[src/rtl/backtracker.sv]
// Conflict backtracker: unwinds the trace to the newest decision,
// then re-pushes it as a forced, flipped assignment.
`ifndef MAX_VARS_BITS
`define MAX_VARS_BITS 8
`endif

module backtracker #(
  parameter int VAR_BITS = `MAX_VARS_BITS,
  parameter int CNT_BITS = 8
) (
  input  logic                clock,
  input  logic                reset,
  input  logic                start,
  input  logic                trace_empty,
  input  logic                trace_type,
  input  logic                trace_val,
  input  logic [VAR_BITS-1:0] trace_var,
  output logic                trace_pop,
  output logic                trace_push,
  output logic                trace_type_in,
  output logic                trace_val_in,
  output logic [VAR_BITS-1:0] trace_var_in,
  input  logic                ds_empty,
  input  logic [VAR_BITS-1:0] ds_idx,
  output logic                ds_pop,
  output logic                dec_write,
  output logic [VAR_BITS-1:0] back_dec_idx,
  output logic                unassign_en,
  output logic [VAR_BITS-1:0] unassign_var,
  output logic                assign_en,
  output logic [VAR_BITS-1:0] assign_var,
  output logic                assign_val,
  output logic                busy,
  output logic                done,
  output logic                unsat,
  output logic [CNT_BITS-1:0] pop_count
);

  typedef enum logic [2:0] {
    S_IDLE,
    S_SCAN,
    S_FLIP,
    S_DONE,
    S_UNSAT
  } state_t;

  state_t              state;
  state_t              state_n;
  logic [VAR_BITS-1:0] lat_var;
  logic                lat_val;
  logic                latch;
  logic                cnt_clr;
  logic                cnt_inc;

  // State, latched decision and saturating pop counter.
  always_ff @(posedge clock or posedge reset) begin
    if (reset) begin
      state     <= S_IDLE;
      lat_var   <= '0;
      lat_val   <= 1'b0;
      pop_count <= '0;
    end else begin
      state <= state_n;
      if (latch) begin
        lat_var <= trace_var;
        lat_val <= trace_val;
      end
      if (cnt_clr) begin
        pop_count <= '0;
      end else if (cnt_inc && (pop_count != {CNT_BITS{1'b1}})) begin
        pop_count <= pop_count + 1'b1;
      end
    end
  end

  // Next state and request outputs from state and stack heads.
  always_comb begin
    state_n       = state;
    latch         = 1'b0;
    cnt_clr       = 1'b0;
    cnt_inc       = 1'b0;
    trace_pop     = 1'b0;
    trace_push    = 1'b0;
    trace_type_in = 1'b0;
    trace_val_in  = 1'b0;
    trace_var_in  = '0;
    ds_pop        = 1'b0;
    dec_write     = 1'b0;
    back_dec_idx  = '0;
    unassign_en   = 1'b0;
    unassign_var  = '0;
    assign_en     = 1'b0;
    assign_var    = '0;
    assign_val    = 1'b0;
    busy          = 1'b0;
    done          = 1'b0;
    unsat         = 1'b0;
    unique case (state)
      S_IDLE: begin
        if (start) begin
          state_n = S_SCAN;
          cnt_clr = 1'b1;
        end
      end
      S_SCAN: begin
        busy = 1'b1;
        if (trace_empty) begin
          state_n = S_UNSAT;
        end else begin
          trace_pop    = 1'b1;
          unassign_en  = 1'b1;
          unassign_var = trace_var;
          cnt_inc      = 1'b1;
          if (!trace_type) begin
            latch   = 1'b1;
            state_n = S_FLIP;
          end
        end
      end
      S_FLIP: begin
        busy          = 1'b1;
        trace_push    = 1'b1;
        trace_type_in = 1'b1;
        trace_val_in  = ~lat_val;
        trace_var_in  = lat_var;
        assign_en     = 1'b1;
        assign_var    = lat_var;
        assign_val    = ~lat_val;
        dec_write     = 1'b1;
        if (!ds_empty) begin
          ds_pop       = 1'b1;
          back_dec_idx = ds_idx;
        end
        state_n = S_DONE;
      end
      S_DONE: begin
        busy    = 1'b1;
        done    = 1'b1;
        state_n = S_IDLE;
      end
      S_UNSAT: begin
        unsat = 1'b1;
      end
      default: begin
        state_n = S_IDLE;
      end
    endcase
  end

endmodule

[config.mk]
export PLATFORM = sky130hd
export DESIGN_NAME = backtracker
export DESIGN_NICKNAME = d
export VERILOG_FILES = /design/src/rtl/backtracker.sv
export SDC_FILE = /design/constraint.sdc
export NUM_CORES = 1
export LEC_CHECK = 0
export ABC_AREA = 1
export CORE_ASPECT_RATIO = 1.75
export CORE_MARGIN = 3
export CORE_UTILIZATION = 40
export CTS_BUF_LIST = sky130_fd_sc_hd__clkbuf_4 sky130_fd_sc_hd__clkbuf_8
export DETAILED_ROUTE_END_ITERATION = 10
export GPL_TIMING_DRIVEN = 0
export MAX_ROUTING_LAYER = met4
export PLACE_DENSITY = 0.87
export SYNTH_ARGS = -nofsm -noshare
export SYNTH_HDL_FRONTEND = slang
export SYNTH_SLANG_ARGS = --single-unit
[constraint.sdc]
create_clock -name clock -period 1.6 [get_ports clock]
set_input_delay 0.32 -clock clock [delete_from_list [all_inputs] [get_ports clock]]
set_output_delay 0.32 -clock clock [all_outputs]
set_load 0.03 [all_outputs]
# Yosys cells after proc, flatten, opt, wreduce, memory -nomap -nowiden
# Cells that the tools add are included.
[word_totals] regBits=20 inputBits=23 output_inout_bits=52 word_cells=44
[op_classes] addsub=1 n_eq_ne=7 n_mux=25 bitwise_logic=2 n_reduce_logical=5
[op_table] op="$mux 8" n=7
[op_table] op="$mux 1" n=14
[op_table] op="$pmux 3 s4" n=1
[op_table] op="$mux 3" n=3
[op_table] op="$add 8x1->8 const B" n=1
[op_table] op="$ne 8x8->1 const B" n=1
[op_table] op="$eq 3x2->1 const B" n=2
[op_table] op="$eq 3x1->1 const B" n=1
[op_table] op="$eq 3x3->1 const B" n=1
[op_table] op="$logic_not 3->1" n=1
[op_table] op="$ne 3x3->1 const B" n=1
[op_table] op="$reduce_and 3->1" n=1
[op_table] op="$reduce_or 3->1" n=1
[op_table] op="$ne 2x2->1 const B" n=1
[op_table] op="$not 1->1" n=2
[op_table] op="$reduce_bool 2->1" n=1
[op_table] op="$logic_and 1x1->1" n=1

# Depth between registers and ports, before layout
# Gate-level depths: netlist (run 1).
[logic_depth] ltp_word=5 mapped_depth=9 mapped_depth_nobuf=9

# Worst setup path after synthesis (run 1)
# No wires, ideal clock.
[synth_path] kind="reg-to-output" from="reg state[2]" to="out trace_var_in[0]" arrival_time_ps=1928 required_ps=1280 slack_ps=-648 stages_incl_launch_ff=8 path_buffers=2 cell_sequence="dfrtp_1 -> nor2_1 -> inv_2 -> nor2_2 -> inv_2 -> buf_2 -> nor2_1 -> buf_4"
[synth_via] elab_chain_len=2
[synth_rtl] item="from (decl)" line_no="47" text="state_t state;"
[synth_rtl] item="from (signal assigned)" line_no="63" text="state <= state_n;"
[synth_rtl] item="$eq 3x2->1"
[synth_rtl] item="$mux 8"
[synth_rtl] item="to (decl)" line_no="22" text="output logic [VAR_BITS-1:0] trace_var_in,"
# No other way between the ends.

# Worst setup path after layout (run 1)
[layout_path] from="reg state[0]" to="out trace_var_in[3]"
[layout_via] elab_chain_len=2
[layout_rtl] item="$eq 3x2->1" line_no="98" text="unique case (state)"
[layout_rtl] item="$mux 8" line_no="98"
# No other way between the ends.

==> run summary, run 1 <==
Mapped Nets: 211
Max Buffers Root-to-Sink: 2
Dpl hpwl: 3.183 mm
Core area: 3176 um2
Total Routing Usage GR: 27.40%
H-tree depth: 1
Ys Warns: 0
Total CTS buffers: 3
Crit Path Class: flop to output port
Top cells by area, synth: dfrtp_1 (37%), inv_1 (10%), nand2_1 (9.8%)
Die area: 4118 um2
Grt ovf: 0
Avg WL per Cell: 18.58 um
Status: complete, but fails checks
F_max: 513.7 MHz
CP Data Arrival Time: 1.63 ns
Cell variety after synth: 27
Fin area: 2764 um2
N_diodes: 0
Synthesized area: 1344 um2
Die X: 49.82 um
# DRC: 0
Initial Util: 42.32%
Worst path slowest cell: dfrtp_2
Power per Cell Area: 1398 nW/um2
Final wirelength: 6.094 mm
Largest net degree at the start of global routing: 21
Clock sink count: 20
Ports: 75
Port bufs: 74
Worst IR Drop VDD: 0.9836 mV
Share of cells above drive strength 1: 51.93%
Synth Instances: 187
Core Util, Final: 87.04%
Crit-path max cell delay: 0.43 ns
Worst Path Max Fanout: 5
CP top delay family: buffers and inverters
Cell taking the most area after synthesis: dfrtp_1
Placement Cell Area: 2325 um2
Vias per Instance: 5.210
Synth Register Bits: 20
Final GP Congestion: 0.8462
Post-Place Cells: 304
Syn avg cell area: 7.186 um2
Critical Path Sink Type: output port
RSZ-0062 raised after global routing: true
Leakage power: 1.394 nW
Setup ws final: -0.3467 ns
WP data required: 1.28 ns
Crit share post-route: 121.7%
FP Rows: 27
Iteration-0 DRC count of the detailed router: 76
Max-cap violations: 0
Register area share after synthesis: 37.24%
Synth top area share: 37.24%
Worst min path class: input port to asynchronous set/reset pin
Initial antenna violation count: 0
Routed vias: 1709
Area delta synth->final: 105.7%
Slew Viols, Final: 0
Setup Skew: 0.01280 ns
Least-Margin Pin Slew: 0.7939 ns
Nets: 310
Failing checks: setup timing
Fin cells: 328
Drt pass-1 iters: 6
Crit start category: flop
Worst-Skew Late Latency: 0.28 ns
Hold_buf cts: 0
Final ANT Viol Nets: 0
Final Hold Vio Count: 0
Clk root buf: clkbuf_8
Final setup viols: 52
CTS tree: yes
Vias in the first global route: 1805
Minimum clock period: 1.947 ns
Worst path bufs/invs: 5
Slew HR: 47.02%
First-pass GRT wire length: 8.224 mm
Die H: 82.68 um
Worst-path cell chain: nor2_2, inv_2, nor2_4, inv_4, buf_12, nor2_4, buf_6, buf_6
Clk pin slew, worst setup/hold paths: 0.09 ns
==> kinds of logic after synthesis <==
logic type | synth area share [%]
flops | 37.24
compound gates | 11.17
xor+xnor | 0.6519
simple gates | 28.68
fa+ha+maj | 0.9309
buf+inv | 21.32
==> through the flow <==
stage	setup WS (ns)	power (mW)	TNS (ns)	hold slack, ns
after floorplan	-0.2697	2.049	-5.451	0.2838
after global placement	-0.6950	2.609	-24.83	0.4654
after detailed placement	-0.7052	2.670	-25.32	0.4719
after CTS	-0.2546	3.422	-7.115	0.4901
after global routing	-0.3715	3.992	-14.20	0.5460
final	-0.3467	3.865	-12.25	0.4896
==> worst register-to-register path, cell delays in order (launching register included) <==
cell and delay, ns:
dfrtp_2 0.39, buf_4 0.11, buf_6 0.10, buf_6 0.10, nand3_4 0.16, buf_6 0.17
buf_6 0.11, a21oi_4 0.20, nand4_1 0.15, nand2_1 0.11
==> flip-flops by register name (all words and copies together), names as in the netlist <==
| register | cells |
|---|---|
| lat_var | 8 |
| pop_count | 8 |
| state | 3 |
| lat_val | 1 |
==> final timing paths <==
kind                       cells past startpoint              end  slack (ns)  startpoint
max in group asynchronous                      2         state[2]        0.55       reset
min                                            2       lat_var[2]        0.49       reset
max reg2reg                                    9     pop_count[7]       -0.08    state[0]
min in group clock                             2       lat_var[6]        0.51  lat_var[6]
max                                            8  trace_var_in[3]       -0.35    state[0]
min reg2reg                                    2       lat_var[6]        0.51  lat_var[6]
==> synthesized netlist by cell type (all sizes together) <==
master,number
nand3b,1
inv,44
a21oi,4
buf,16
dfrtp,20
o22ai,1
ha,1
o21ai,14
nor2,36
nand4,2
nand2,38
xor2,1
nand3,8
a31o,1
==> layer usage <==
metal / part of all wire (%) / track usage, % / routed length, um
met5: 0 / - / 0
met4: 5.6 / 14.68 / 342
met3: 5.9 / 1.795 / 362
met2: 57 / 53.32 / 3483
met1: 31 / 26.62 / 1906
==> repair_timing <==
action | 4_1_cts | 5_1_grt
pin swaps | 11 | 4
gates cloned | 2 | 1
setup buffers | 12 | 5
endpoints found under the setup margin | 52 | 50
resized for setup | 328 | 31
==> layout by cell type, fill, tap and decap left out, types with 2 or more instances in the layout <==
master / n
dfrtp_2: 3
dfrtp_1: 17
clkbuf_8: 4
inv_4: 2
dlygate4sd2_1: 8
nor2_2: 3
nand3_1: 6
nand4_1: 2
buf_4: 23
inv_6: 2
nor2_1: 2
nand2_1: 32
inv_1: 36
o21ai_0: 2
inv_2: 4
a21oi_1: 2
buf_6: 50
o21ai_1: 3
buf_8: 2
clkdlybuf4s50_1: 22
o21ai_2: 9
nand2_2: 3
nor2_4: 31
nand2_4: 2
buf_16: 2
==> report_power, final <==
group	switching, mW	internal, mW
Sequential	0.179	0.679
Clock	0.198	0.220
Combinational	1.49	1.10
Total	1.87	2.00
==> final cells by class <==
cell class                      count  area (um2)
Fill cell                         155       411.6
Inverter                           44       180.2
Sequential cell                    20       504.2
Clock buffer                        4       55.05
Tap cell                           43       53.80
Buffer                             16       185.2
Multi-Input combinational cell    107       809.5
Timing Repair Buffer               94       975.9
(Power assumes the default switching activity.)
==> run 2, diff against run 1 <==
--- a/config.mk
+++ b/config.mk
@@ -11,6 +11,7 @@
 export CORE_UTILIZATION = 40
 export CTS_BUF_LIST = sky130_fd_sc_hd__clkbuf_4 sky130_fd_sc_hd__clkbuf_8
 export DETAILED_ROUTE_END_ITERATION = 10
+export GPL_ROUTABILITY_DRIVEN = 0
 export GPL_TIMING_DRIVEN = 0
 export MAX_ROUTING_LAYER = met4
 export PLACE_DENSITY = 0.87
==> results of run 2 <==
Final layout, timing and power as in run 1 (identical DEF).
